[src/rtl/mux_param_reg.sv]
// rtl/mux_param_reg.sv - N-channel registered mux with valid/ready handshake and select-error flag
// Optional select-error counter built only when MUX_ERR_CNT_EN is defined.
module mux_param_reg #(
  parameter int NUM_CH    = 3,
  parameter int DATA_W    = 2,
  parameter int ERR_CNT_W = 8,
  localparam int SEL_W    = $clog2(NUM_CH)
) (
  input  logic                     clk,
  input  logic                     rst,
  input  logic                     in_valid,
  output logic                     in_ready,
  input  logic [SEL_W-1:0]         sel,
  input  logic [NUM_CH*DATA_W-1:0] din,
  output logic                     out_valid,
  input  logic                     out_ready,
  output logic [DATA_W-1:0]        dout,
  output logic                     sel_err,
  output logic [ERR_CNT_W-1:0]     err_cnt
);

  logic              accept;
  logic              mapped;
  logic              mapped_accept;
  logic              unmapped_accept;
  logic [DATA_W-1:0] mux_data;

  // The output slot is free when empty or being drained this cycle.
  assign in_ready        = !out_valid || out_ready;
  assign accept          = in_valid && in_ready;
  assign mapped          = (32'(sel) < NUM_CH);
  assign mapped_accept   = accept && mapped;
  assign unmapped_accept = accept && !mapped;

  always_comb begin
    mux_data = '0;
    for (int k = 0; k < NUM_CH; k++) begin
      if (32'(sel) == k) begin
        mux_data = din[k*DATA_W +: DATA_W];
      end
    end
  end

  always_ff @(posedge clk) begin
    if (rst) begin
      out_valid <= 1'b0;
      dout      <= '0;
      sel_err   <= 1'b0;
    end else begin
      sel_err <= unmapped_accept;
      if (mapped_accept) begin
        out_valid <= 1'b1;
        dout      <= mux_data;
      end else if (accept || out_ready) begin
        // Unmapped accept or plain drain: the slot empties and dout keeps its last value.
        out_valid <= 1'b0;
      end
    end
  end

`ifdef MUX_ERR_CNT_EN
  logic [ERR_CNT_W-1:0] err_cnt_q;

  always_ff @(posedge clk) begin
    if (rst) begin
      err_cnt_q <= '0;
    end else if (unmapped_accept && (err_cnt_q != '1)) begin
      err_cnt_q <= err_cnt_q + ERR_CNT_W'(1);
    end
  end

  assign err_cnt = err_cnt_q;
`else
  assign err_cnt = '0;
`endif

endmodule

[config.mk]
export PLATFORM = sky130hd
export DESIGN_NAME = mux_param_reg
export DESIGN_NICKNAME = d
export VERILOG_FILES = /design/src/rtl/mux_param_reg.sv
export SDC_FILE = /design/constraint.sdc
export NUM_CORES = 1
export LEC_CHECK = 0
export BUFFER_PORTS_ARGS = -buffer_cell sky130_fd_sc_hd__buf_2
export CAP_MARGIN = 0
export CELL_PAD_IN_SITES_DETAIL_PLACEMENT = 0
export CELL_PAD_IN_SITES_GLOBAL_PLACEMENT = 2
export CORE_MARGIN = 1
export CORE_UTILIZATION = 16
export CTS_CLUSTER_DIAMETER = 40
export CTS_CLUSTER_SIZE = 24
export DETAILED_ROUTE_END_ITERATION = 16
export GPL_ROUTABILITY_DRIVEN = 0
export PLACE_DENSITY = 0.85
export SYNTH_ARGS = -nofsm -noshare
export SYNTH_HDL_FRONTEND = slang
export SYNTH_SLANG_ARGS = --single-unit
[constraint.sdc]
create_clock -name clk -period 1.5 [get_ports clk]
set_clock_uncertainty 0.2 [all_clocks]
set_input_delay 0.15 -clock clk [delete_from_list [all_inputs] [get_ports clk]]
set_output_delay 0.15 -clock clk [all_outputs]
set_load 0.02 [all_outputs]
# ---- After elaboration in Yosys (flattened, before gate mapping)
# Cells that the tools add are included.
# W data, S select, Z words.
dict set report classes {
  order_cmp 1
  n_eq_ne 2
  mux 5
  n_reduce_logical 9
}
# cell count
set op_table {}
lappend op_table {{$mux W2} 3}
lappend op_table {{$logic_and A1 B1 Y1} 3}
lappend op_table {{$eq A2 B1 Y1 const B} 1}
lappend op_table {{$eq A2 B2 Y1 const B} 1}
lappend op_table {{$logic_not A1 Y1} 2}
lappend op_table {{$logic_not A2 Y1} 1}
lappend op_table {{$logic_or A1 B1 Y1} 2}
lappend op_table {{$lt A2 B2 Y1 const B} 1}
lappend op_table {{$mux W1} 2}
lappend op_table {{$reduce_bool A2 Y1} 1}
dict set report totals {
  ff_bits 4
  word_cells 20
}

# ---- Logic depth before layout (Yosys ltp)
# Gate-level depths: netlist (run 1).
dict set report depth {
  ltp_word 6
  depth_mapped 4
}

# ---- Worst setup path after synthesis (run 1)
# Ideal clock, no wire load.
dict set report synth_path {
  kind {flip-flop to flip-flop}
  from {register out_valid}
  to {register dout[0]}
  setup_time_ns 0.078
  t_arrival_ns 0.932
  required_ns 1.222
  path_slack_ns 0.290
  stages_incl_launch_ff 5
  path_buffers 1
  period_less_slack_ns 1.210
  cell_sequence {dfxtp_1 -> nand2b_1 -> buf_2 -> o2111a_1 -> nor3_1}
}
dict set report synth_between {
  elab_chain_len 4
}
# element line
set synth_lines {}
lappend synth_lines {{start: declaration} 15} ;# output logic out_valid,
lappend synth_lines {{start signal: assignment} 46} ;# out_valid <= 1'b0;
lappend synth_lines {{start signal: assignment} 52} ;# out_valid <= 1'b1;
lappend synth_lines {{start signal: assignment} 56} ;# out_valid <= 1'b0;
lappend synth_lines {{$logic_not A1 Y1} 29} ;# assign in_ready = !out_valid || out_ready;
lappend synth_lines {{$logic_or A1 B1 Y1} 29}
lappend synth_lines {{net in_ready} 12} ;# output logic in_ready,
lappend synth_lines {{$logic_and A1 B1 Y1} 30} ;# assign accept = in_valid && in_ready;
lappend synth_lines {{$logic_and A1 B1 Y1} 32} ;# assign mapped_accept = accept && mapped;
lappend synth_lines {{end signal: assignment} 53} ;# dout <= mux_data;
lappend synth_lines {{end: declaration} 17} ;# output logic [DATA_W-1:0] dout,
# The timed path passes the listed nets, and every way through them passes these cells.
# A chain may end at the register's enable or synchronous reset.

# ---- Worst setup path in the final report (run 1)
dict set report layout_path {
  from {register out_valid}
  to {output in_ready}
}
dict set report layout_between {
  elab_chain_len 2
}
# element line
set layout_lines {}
lappend layout_lines {{$logic_not A1 Y1} 29}
lappend layout_lines {{$logic_or A1 B1 Y1} 29}
lappend layout_lines {{end: declaration} 12}
# No other way between the ends.

==> key figures, run 1 <==
Outcome
  – Outcome: completed

Clock network
  – TritonCTS clock tree: built
  – Clock slew at reported path FFs: 0.03 ns
  – Clk_lat worst skew: 0.23 ns
  – Htree depth: 1
  – Post-CTS setup buffer count: 0
  – Clock sink total: 4
  – CTS Buf Count: 3
  – Clk buf depth: 2
  – Root Driver: clkbuf_4
  – Post_cts resized: 0
  – Hold_buf cts: 2

Floorplanning
  – Die Ht: between 40 and 50 um
  – Top Ports: 25
  – Die X: 41.7 um
  – Core area: between 0.001 and 0.0015 mm^2
  – Starting Density: 18.3%
  – Core Rows: 13
  – Die area: about 0.0017 mm^2

Worst setup path
  – CP Class: flip-flop to output pin
  – Crit path launch: out_valid$_SDFFE_PP0P_
  – CP arrival: 0.96 ns
  – CP startpoint kind: flip-flop
  – Element type at the critical path end: output pin
  – Max FO, Critical Path: 8
  – Worst EP required: 1.15 ns
  – R2r startpoint: out_valid$_SDFFE_PP0P_

Synthesis
  – Post-Synthesis Cell Area: 253 um^2
  – Syn_area_per_cell: 8.42 um^2
  – Seq cells post-synth: 4
  – Sequential share of the synthesized area: a little under a third
  – Post-synthesis cell count: 30
  – Ys Warns: 0
  – Post-synthesis cell type count: 13

Finish
  – Nets@finish: 63
  – Fraction of layout cells with a size suffix above 1: 38.8%
  – Commonest non-fill, non-tap cells in the layout: buf_2, conb_1, dfxtp_1, nor3_1, clkbuf_4
  – Cell area after layout: around 360 um^2
  – Number of diodes: 0
  – Commonest non-fill, non-tap cell in the layout: buf_2
  – Layout Area Growth over Synthesis: 40.6%

Route
  – First DRT Iteration DRCs: 6
  – DR DRC count: 0
  – Highest metal used: met3
  – Met3 WL post-DR: ~95 um
  – Vias per cell: between 4 and 5
  – M1 WL: between 200 and 250 um
  – Routed wire length: a little under 600 um
  – ANT nets after route: 0
  – Drt wl/cell: between 9 and 10 um
  – Via Count: about 260
  – DR pass1 iterations: 2
  – Met2 WL: between 200 and 300 um

STA
  – RSZ-0062 raised after global routing: false
  – Setup violators final: 0
  – Final worst path period need: 1.31 ns
  – Setup TNS: 0 ns
  – Crit share post-route: between 80 and 90%
  – Final hold vios: 0
  – Max Clock Freq: 760 MHz
  – Max-slew violations: 0

Worst hold path
  – Hold path startpoint: sel[1]
  – Min-Delay Path Class: input port to flip-flop

GRT
  – Vias in the first global route: 263
  – Antenna violations before repair: 0
  – Largest net degree at the start of global routing: 9
  – First-pass GRT wire length: roughly 1000 um
  – Tot GR Track Use: ~8.3%
  – Total gr overflow: 0

Power
  – Peak supply drop: 0.258 mV
  – PD cells: ~930 mW/mm^2
  – Leak pwr: 0.000185 uW

Place
  – Buffers on Ports: 16
  – HPWL after DPL: approximately 430 um
  – Dpl cell area: 313 um^2

Run
  – Maxcap violations: 0
==> layout make-up <==
cell class	instances	area, um^2
clock buffer	3	22.5
fill	150	1030
multi-input combinational	24	134
sequential	4	80.1
tap	15	18.8
timing repair buffer	18	100
==> final timing paths <==
| kind | endpoint | slack [ns] | depth (start not counted) |
|---|---|---|---|
| worst max-delay path | in_ready | 0.19 | 2 |
| worst min-delay path | sel_err$_SDFF_PP0_ | 0.07 | 3 |
| worst max register to register | dout[0]$_SDFFE_PP0P_ | 0.40 | 3 |
| worst min register to register | dout[0]$_SDFFE_PP0P_ | 0.33 | 2 |
==> flip-flops by register name, summed over array words and instances, names as in the netlist <==
name,count
out_valid,1
sel_err,1
dout,2
==> per-stage QoR <==
step / setup WS [ns] / total power (uW) / util (%) / hold slack [ns] / std cells
global placement: 0.381 / 197 / 22.6 / 0.165 / 59
finish: 0.185 / 330 / 25.7 / 0.0699 / 64
floorplan: 0.290 / 184 / - / 0.0191 / 37
CTS: 0.160 / 338 / 25.7 / 0.0678 / 64
detailed placement: 0.376 / 198 / 22.6 / 0.166 / 59
global route: 0.106 / 361 / 25.7 / 0.0798 / 64
==> power breakdown <==
part | leakage (uW) | switching (uW) | total, uW | internal [uW]
Clock | 0.0000138 | 40.8 | 130 | 89.3
Combinational | 0.000138 | 51.1 | 82.1 | 31.0
Sequential | 0.0000330 | 3.24 | 117 | 114
==> critical path, stage by stage, from the launching register on <==
cell      delay, ns
dfxtp_1        0.30
nand2b_1       0.22
buf_2          0.22
==> layer usage <==
metal  track usage [%]  up-vias
li1                  -      130
met2              10.3       19
met3              8.26        0
met5                 0        -
met4              5.81        0
met1              8.27      112
==> synthesized netlist by cell type, drive strengths merged <==
| library cell | number | area, um^2 |
|---|---|---|
| buf | 9 | 65.1 |
| dfxtp | 4 | 80.1 |
| nor3 | 3 | 15.0 |
| a31oi | 2 | 12.5 |
| mux2i | 2 | 20.0 |
| nand2 | 2 | 7.51 |
| o2111a | 2 | 22.5 |
| o21ai | 2 | 10.0 |
| a21oi | 1 | 5.00 |
| conb | 1 | 3.75 |
| nand2b | 1 | 6.26 |
| nand3 | 1 | 5.00 |
==> cells by family after synthesis <==
group / share of synthesized area [%]
buffers and inverters: 25.7
AO/OA/AOI/OAI: 19.8
AND/OR/NAND/NOR: 13.4
flip-flops: 31.7
multiplexers: 7.92
other: 1.48
Note: power is estimated with default switching activity, not from simulation.
==> run 2: changes to the inputs <==
--- a/config.mk
+++ b/config.mk
@@ -10,12 +10,13 @@
 export CELL_PAD_IN_SITES_DETAIL_PLACEMENT = 0
 export CELL_PAD_IN_SITES_GLOBAL_PLACEMENT = 2
 export CORE_MARGIN = 1
-export CORE_UTILIZATION = 16
+export CORE_UTILIZATION = 15
 export CTS_CLUSTER_DIAMETER = 40
 export CTS_CLUSTER_SIZE = 24
 export DETAILED_ROUTE_END_ITERATION = 16
 export GPL_ROUTABILITY_DRIVEN = 0
-export PLACE_DENSITY = 0.85
+export GPL_TIMING_DRIVEN = 0
+export PLACE_DENSITY = 0.81
 export SYNTH_ARGS = -nofsm -noshare
 export SYNTH_HDL_FRONTEND = slang
 export SYNTH_SLANG_ARGS = --single-unit
==> constraint.sdc (replaced) <==
create_clock -name clk -period 1.27 [get_ports clk]
set_clock_uncertainty 0.2 [all_clocks]
set_input_delay 0.127 -clock clk [delete_from_list [all_inputs] [get_ports clk]]
set_output_delay 0.127 -clock clk [all_outputs]
set_load 0.02 [all_outputs]
==> run 2 against run 1 <==
  * Critical path type unchanged
  * Final area grew 21%
  * Sequential power increased by 19%
  * Highest routed layer is now met4
  * First-iteration DRC count grew to 3.2 times the previous value
  * Largest cell class is now non-clock buffers
==> key figures, run 2 (synthesis results as in run 1) <==
Outcome
  – Outcome: completed

Route
  – Via Count: 277 (+6.1%)
  – Routed wire length: 642 um (+9.7%)
  – DR DRC count: 0 (unchanged)
  – Highest metal used: met4
  – Drt wl/cell: 8.68 um (-5.1%)
  – DR pass1 iterations: 4 (+2)
  – Vias per cell: 3.74 (-8.2%)
  – M1 WL: 310 um (+32%)
  – Met3 WL post-DR: 84 um (-12%)
  – First DRT Iteration DRCs: 19 (+13)
  – Met2 WL: 233 um (-8.3%)
  – ANT nets after route: 0 (unchanged)

STA
  – Final hold vios: 0 (unchanged)
  – Final setup margin: 0.0376 ns (-0.147 ns)
  – Max Clock Freq: 811 MHz
  – Final worst path period need: roughly 1.2 ns
  – Setup TNS: 0 ns (unchanged)
  – Max-slew violations: 0 (unchanged)
  – Setup violators final: 0 (unchanged)
  – RSZ-0062 raised after global routing: false
  – Crit share post-route: a little over nine tenths

Power
  – Leak pwr: 0.000237 uW (+28%)
  – P_sw: 130 uW (+37%)
  – Switch share: 30.4% (+1.6 points)
  – Clock Power Share: 39.1% (-0.4 points)
  – Comb power frac: 28.4% (+3.5 points)
  – PD cells: 992 mW/mm^2 (+7.0%)
  – Peak supply drop: 0.501 mV (+94%)
  – Internal: 298 uW (+27%)
  – Flop pwr share: 32.5% (-3.1 points)

Clock network
  – TritonCTS clock tree: built
  – Post-CTS setup buffer count: 0 (unchanged)
  – Htree depth: 1 (unchanged)
  – Clock sink total: 4 (unchanged)
  – CTS Buf Count: 3 (unchanged)
  – Root Driver: clkbuf_4
  – Clk_lat worst skew: 0.24 ns (about the same)
  – Clock slew at reported path FFs: 0.04 ns (about the same)
  – Clk buf depth: 2 (unchanged)

Finish
  – Cell area after layout: 432 um^2 (+21%)
  – Commonest non-fill, non-tap cells in the layout: buf_2, buf_4, conb_1
  – Max reg flops: 2 (unchanged)
  – Commonest non-fill, non-tap cell in the layout: buf_2
  – Layout Area Growth over Synthesis: 70.8%
  – Top Registers: dout: 2 flops, out_valid: 1 flops, sel_err: 1 flops
  – Nets@finish: 72 (+14%)
  – Layout fillers: 179 (+19%)
  – Number of diodes: 0 (unchanged)
  – Fraction of layout cells with a size suffix above 1: 50.0% (+11 points)
  – Most flops, register: dout

Run
  – Maxcap violations: 0 (unchanged)

Worst setup path
  – Element type at the critical path end: output pin
  – FF-to-FF End: dout[0]$_SDFFE_PP0P_
  – Worst EP required: 0.94 ns (-0.21 ns)
  – CP Class: flip-flop to output pin
  – Crit path launch: out_valid$_SDFFE_PP0P_
  – CP arrival: 0.91 ns (-0.05 ns)
  – FF-to-FF path depth: 4 (+1)
  – Reg2reg setup slack: 0.18 ns (-0.22 ns)
  – CP startpoint kind: flip-flop
  – R2r startpoint: out_valid$_SDFFE_PP0P_
  – Max FO, Critical Path: 8 (unchanged)
  – Setup crit end: in_ready

Worst hold path
  – Min-Delay Path Class: input port to flip-flop

Floorplanning
  – Top Ports: 25 (unchanged)
  – Core area: 0.00154 mm^2 (+11%)
  – Core Rows: 14 (+1)
  – Die area: 0.00185 mm^2 (+6.3%)
  – Die Ht: 43.1 um (+3.1%)
  – Die X: 43.1 um (+3.1%)
  – Starting Density: 16.4% (-1.9 points)

GRT
  – Total gr overflow: 0 (unchanged)
  – Vias in the first global route: 215 (-18%)
  – Antenna violations before repair: 0 (unchanged)
  – Tot GR Track Use: 7.04% (-1.3 points)
  – First-pass GRT wire length: 897 um (-13%)
  – Largest net degree at the start of global routing: 9 (unchanged)

Place
  – Post-Place Setup Slack: 0.176 ns (-0.200 ns)
  – Buffers on Ports: 16 (unchanged)
  – HPWL after DPL: 478 um (+11%)
  – Dpl cell area: 379 um^2 (+21%)
-- run 2: changes by cell type in the layout (fill, tap and decap cells not counted) --
cell | previous run | this run
buf_4 | 0 | 9
dfxtp_2 | 0 | 1
buf_2 | 16 | 15
dfxtp_1 | 4 | 3
buf_6 | 0 | 1
-- run 2: how the worst min path moves through the flow --
| stage | from | endpoint | slack, ns | cells past startpoint |
|---|---|---|---|---|
| after global routing | sel[1] | sel_err$_SDFF_PP0_ | 0.06 | 3 |
| after floorplan | rst | out_valid$_SDFFE_PP0P_ | -0.004 | 1 |
| after detailed placement | rst | out_valid$_SDFFE_PP0P_ | 0.14 | 2 |
| final | sel[1] | sel_err$_SDFF_PP0_ | 0.05 | 3 |
| after global placement | rst | out_valid$_SDFFE_PP0P_ | 0.14 | 2 |
| after CTS | sel[1] | sel_err$_SDFF_PP0_ | 0.04 | 3 |
-- run 2: layout make-up --
| type | count | area (um^2) | area share, % |
|---|---|---|---|
| multi-input combinational | 24 | 134 | 31.0 |
| timing repair buffer | 18 | 103 | 23.8 |
| sequential | 4 | 81.3 | 18.8 |
| buffer | 9 | 71.3 | 16.5 |
| clock buffer | 3 | 22.5 | 5.22 |
| tap | 16 | 20.0 | 4.64 |
-- run 2: power groups by stage --
stage	registers, uW	clock network (uW)	logic [uW]
after floorplan	151	0	66.7
after global placement	141	0	113
after detailed placement	140	0	113
after CTS	139	175	120
after global routing	139	183	131
final	139	167	122
-- run 2: what timing repair did --
action | CTS | global route
gates resized for setup | 3 | 1
hold buffers | 2 | 0
endpoints found under the setup margin | 1 | 1
hold endpoints to repair | 4 | 0
-- run 2: layer usage --
layer	global-route usage, %	vias up
met3	2.13	2
met1	9.97	105
met2	6.67	20
met4	9.09	0
met5	0	-
li1	-	150
-- run 2: critical path, cell delays in order (launching register included) --
cell and delay (ns):
dfxtp_2 0.32, nand2b_1 0.06, buf_6 0.13, buf_4 0.15
-- run 2: stage by stage --
| step | instances | power [uW] | hold slack (ns) | utilization, % |
|---|---|---|---|---|
| finish | 74 | 428 | 0.0495 | 28.0 |
| global route | 74 | 453 | 0.0581 | 28.0 |
| CTS | 74 | 434 | 0.0391 | 27.8 |
| detailed placement | 69 | 254 | 0.144 | 24.6 |
| global placement | 69 | 254 | 0.143 | 24.6 |
| floorplan | 37 | 217 | -0.00393 | - |
==> run 3: changes to the inputs <==
==> constraint.sdc (replaced) <==
create_clock -name clk -period 1.2 [get_ports clk]
set_clock_uncertainty 0.2 [all_clocks]
set_input_delay 0.12 -clock clk [delete_from_list [all_inputs] [get_ports clk]]
set_output_delay 0.12 -clock clk [all_outputs]
set_load 0.02 [all_outputs]
==> run 3 against run 2 <==
  * Worst setup slack worse by 0.012 ns
  * Sequential power increased by 6%
  * Wire length increased by 1.6%
  * Via count up 2.9%
  * Combinational power up 16%
  * Final area increased by 9.6%
  * Hold slack gained 0.023 ns
  * Critical path depth unchanged
  * Utilization increased by 2.7 points
==> key figures, run 3 (synthesis results as in run 1) <==
Worst setup path
  – CP startpoint kind: flip-flop
  – R2r startpoint: out_valid$_SDFFE_PP0P_
  – FF-to-FF End: dout[0]$_SDFFE_PP0P_
  – CP Class: flip-flop to output pin
  – Element type at the critical path end: output pin
  – Crit path launch: out_valid$_SDFFE_PP0P_
  – Setup crit end: in_ready
  – FF-to-FF path depth: 5 (+1)
  – Worst EP required: 0.88 ns (-0.06 ns)
  – Max FO, Critical Path: 4 (-4)
  – Reg2reg setup slack: 0.04 ns (-0.14 ns)
  – CP arrival: 0.85 ns (-0.06 ns)

Worst hold path
  – Min-Delay Path Class: input port to flip-flop

STA
  – Hold slack: 0.0725 ns (+0.0230 ns)
  – Setup violators final: 0 (unchanged)
  – Max Clock Freq: between 800 and 900 MHz
  – Final worst path period need: between 1 and 1.5 ns
  – Final hold vios: 0 (unchanged)
  – Max-slew violations: 0 (unchanged)
  – RSZ-0062 raised after global routing: true
  – Crit share post-route: between 90% and 100%

Route
  – Via Count: 285 (+2.9%)
  – First DRT Iteration DRCs: 13 (-6)
  – ANT nets after route: 0 (unchanged)
  – DR pass1 iterations: 4 (unchanged)
  – Met2 WL: 285 um (+22%)
  – Routed wire length: 652 um (+1.6%)
  – Drt wl/cell: 8.47 um (-2.4%)
  – Met3 WL post-DR: 83 um (-1.2%)
  – DR DRC count: 0 (unchanged)
  – Highest metal used: met3
  – M1 WL: 284 um (-8.4%)
  – Vias per cell: 3.70 (-1.1%)

Power
  – PD cells: 955 mW/mm^2 (-3.7%)
  – Switch share: 28.4% (-2.1 points)
  – P_sw: 128 uW (-1.7%)
  – Leak pwr: 0.000255 uW (+7.6%)
  – Peak supply drop: 0.410 mV (-18%)
  – Internal: 324 uW (+8.6%)
  – Flop pwr share: 32.7% (+0.2 points)
  – Clock Power Share: 35.8% (-3.3 points)
  – Comb power frac: 31.5% (+3.1 points)

GRT
  – Largest net degree at the start of global routing: 7 (-2)
  – First-pass GRT wire length: 938 um (+4.6%)
  – Vias in the first global route: 244 (+13%)
  – Total gr overflow: 0 (unchanged)
  – Tot GR Track Use: 7.12% (+0.087 points)
  – Antenna violations before repair: 0 (unchanged)

Floorplanning
  – Die X: 43.1 um (unchanged)
  – Die Ht: 43.1 um (unchanged)
  – Core Rows: 14 (unchanged)
  – Die area: 0.00185 mm^2 (unchanged)
  – Core area: 0.00154 mm^2 (unchanged)
  – Top Ports: 25 (unchanged)
  – Starting Density: 16.4% (unchanged)

Clock network
  – Htree depth: 1 (unchanged)
  – Clk_lat worst skew: 0.23 ns (about the same)
  – CTS Buf Count: 3 (unchanged)
  – Clock slew at reported path FFs: 0.04 ns (about the same)
  – Root Driver: clkbuf_4
  – Clock sink total: 4 (unchanged)
  – Clk buf depth: 2 (unchanged)
  – TritonCTS clock tree: built

Run
  – Maxcap violations: 0 (unchanged)

Finish
  – Cell area after layout: 473 um^2 (+9.6%)
  – Number of diodes: 0 (unchanged)
  – Layout Area Growth over Synthesis: 87.1%
  – Nets@finish: 75 (+4.2%)
  – Commonest non-fill, non-tap cells in the layout: buf_2, buf_4, conb_1
  – Most flops, register: dout
  – Commonest non-fill, non-tap cell in the layout: buf_2
  – Max reg flops: 2 (unchanged)
  – Post-layout util: 30.7% (+2.7 points)
  – Fraction of layout cells with a size suffix above 1: 55.7% (+5.7 points)
  – Top Registers: dout: 2 flops, out_valid: 1 flops, sel_err: 1 flops

Outcome
  – Outcome: completed

Place
  – Dpl cell area: 380 um^2 (+0.33%)
  – Buffers on Ports: 16 (unchanged)
## run 3: timing repair
item                                    in CTS  in global routing
endpoints found under the setup margin       1                  3
resized for setup                            4                  3
endpoints found under the hold margin        4                  0
setup buffers                                3                  0
hold buffers                                 2                  0
pin swaps                                    0                  2
## run 3: worst min-delay path by stage
| stage | startpoint | to | slack [ns] | cells after the start |
|---|---|---|---|---|
| global placement | rst | out_valid$_SDFFE_PP0P_ | 0.13 | 2 |
| CTS | sel[1] | sel_err$_SDFF_PP0_ | 0.05 | 3 |
| global route | sel[1] | sel_err$_SDFF_PP0_ | 0.07 | 3 |
| detailed placement | rst | out_valid$_SDFFE_PP0P_ | 0.13 | 2 |
| finish | sel[1] | sel_err$_SDFF_PP0_ | 0.07 | 3 |
| floorplan | rst | out_valid$_SDFFE_PP0P_ | -0.02 | 1 |
## run 3: power groups by stage
stage / combinational [uW] / sequential, uW / clock (uW)
2_1_floorplan: 70.6 / 160 / 0
5_1_grt: 152 / 148 / 183
3_5_place_dp: 120 / 149 / 0
3_3_place_gp: 120 / 149 / 0
6_report: 142 / 148 / 162
4_1_cts: 136 / 147 / 173
## run 3: area by class of cell
type	count	area (um^2)
repair buffers	21	133
clock buffers	3	22.5
plain buffers	9	71.3
well taps	16	20.0
flip-flops and latches	4	81.3
fillers	178	1070
multi-input cells	24	145
## run 3: through the flow
step                total power, uW  TNS (ns)  worst slack, ns  instances
floorplan                       231         0           0.0450         37
global placement                269         0            0.109         69
detailed placement              269         0            0.106         69
CTS                             456         0           0.0125         77
global route                    483   -0.0396          -0.0273         77
finish                          452         0           0.0258         77
## run 3: layer usage
| metal | global-route usage [%] | up-vias |
|---|---|---|
| met3 | 3.83 | 0 |
| met1 | 7.16 | 115 |
| met4 | 7.27 | 0 |
| met5 | 0 | - |
| li1 | - | 155 |
| met2 | 10.0 | 15 |
## run 3: critical path, cell delays in order, from the launching register on
cell      delay, ns
dfxtp_2        0.31
nand2b_1       0.06
buf_6          0.13
buf_6          0.12
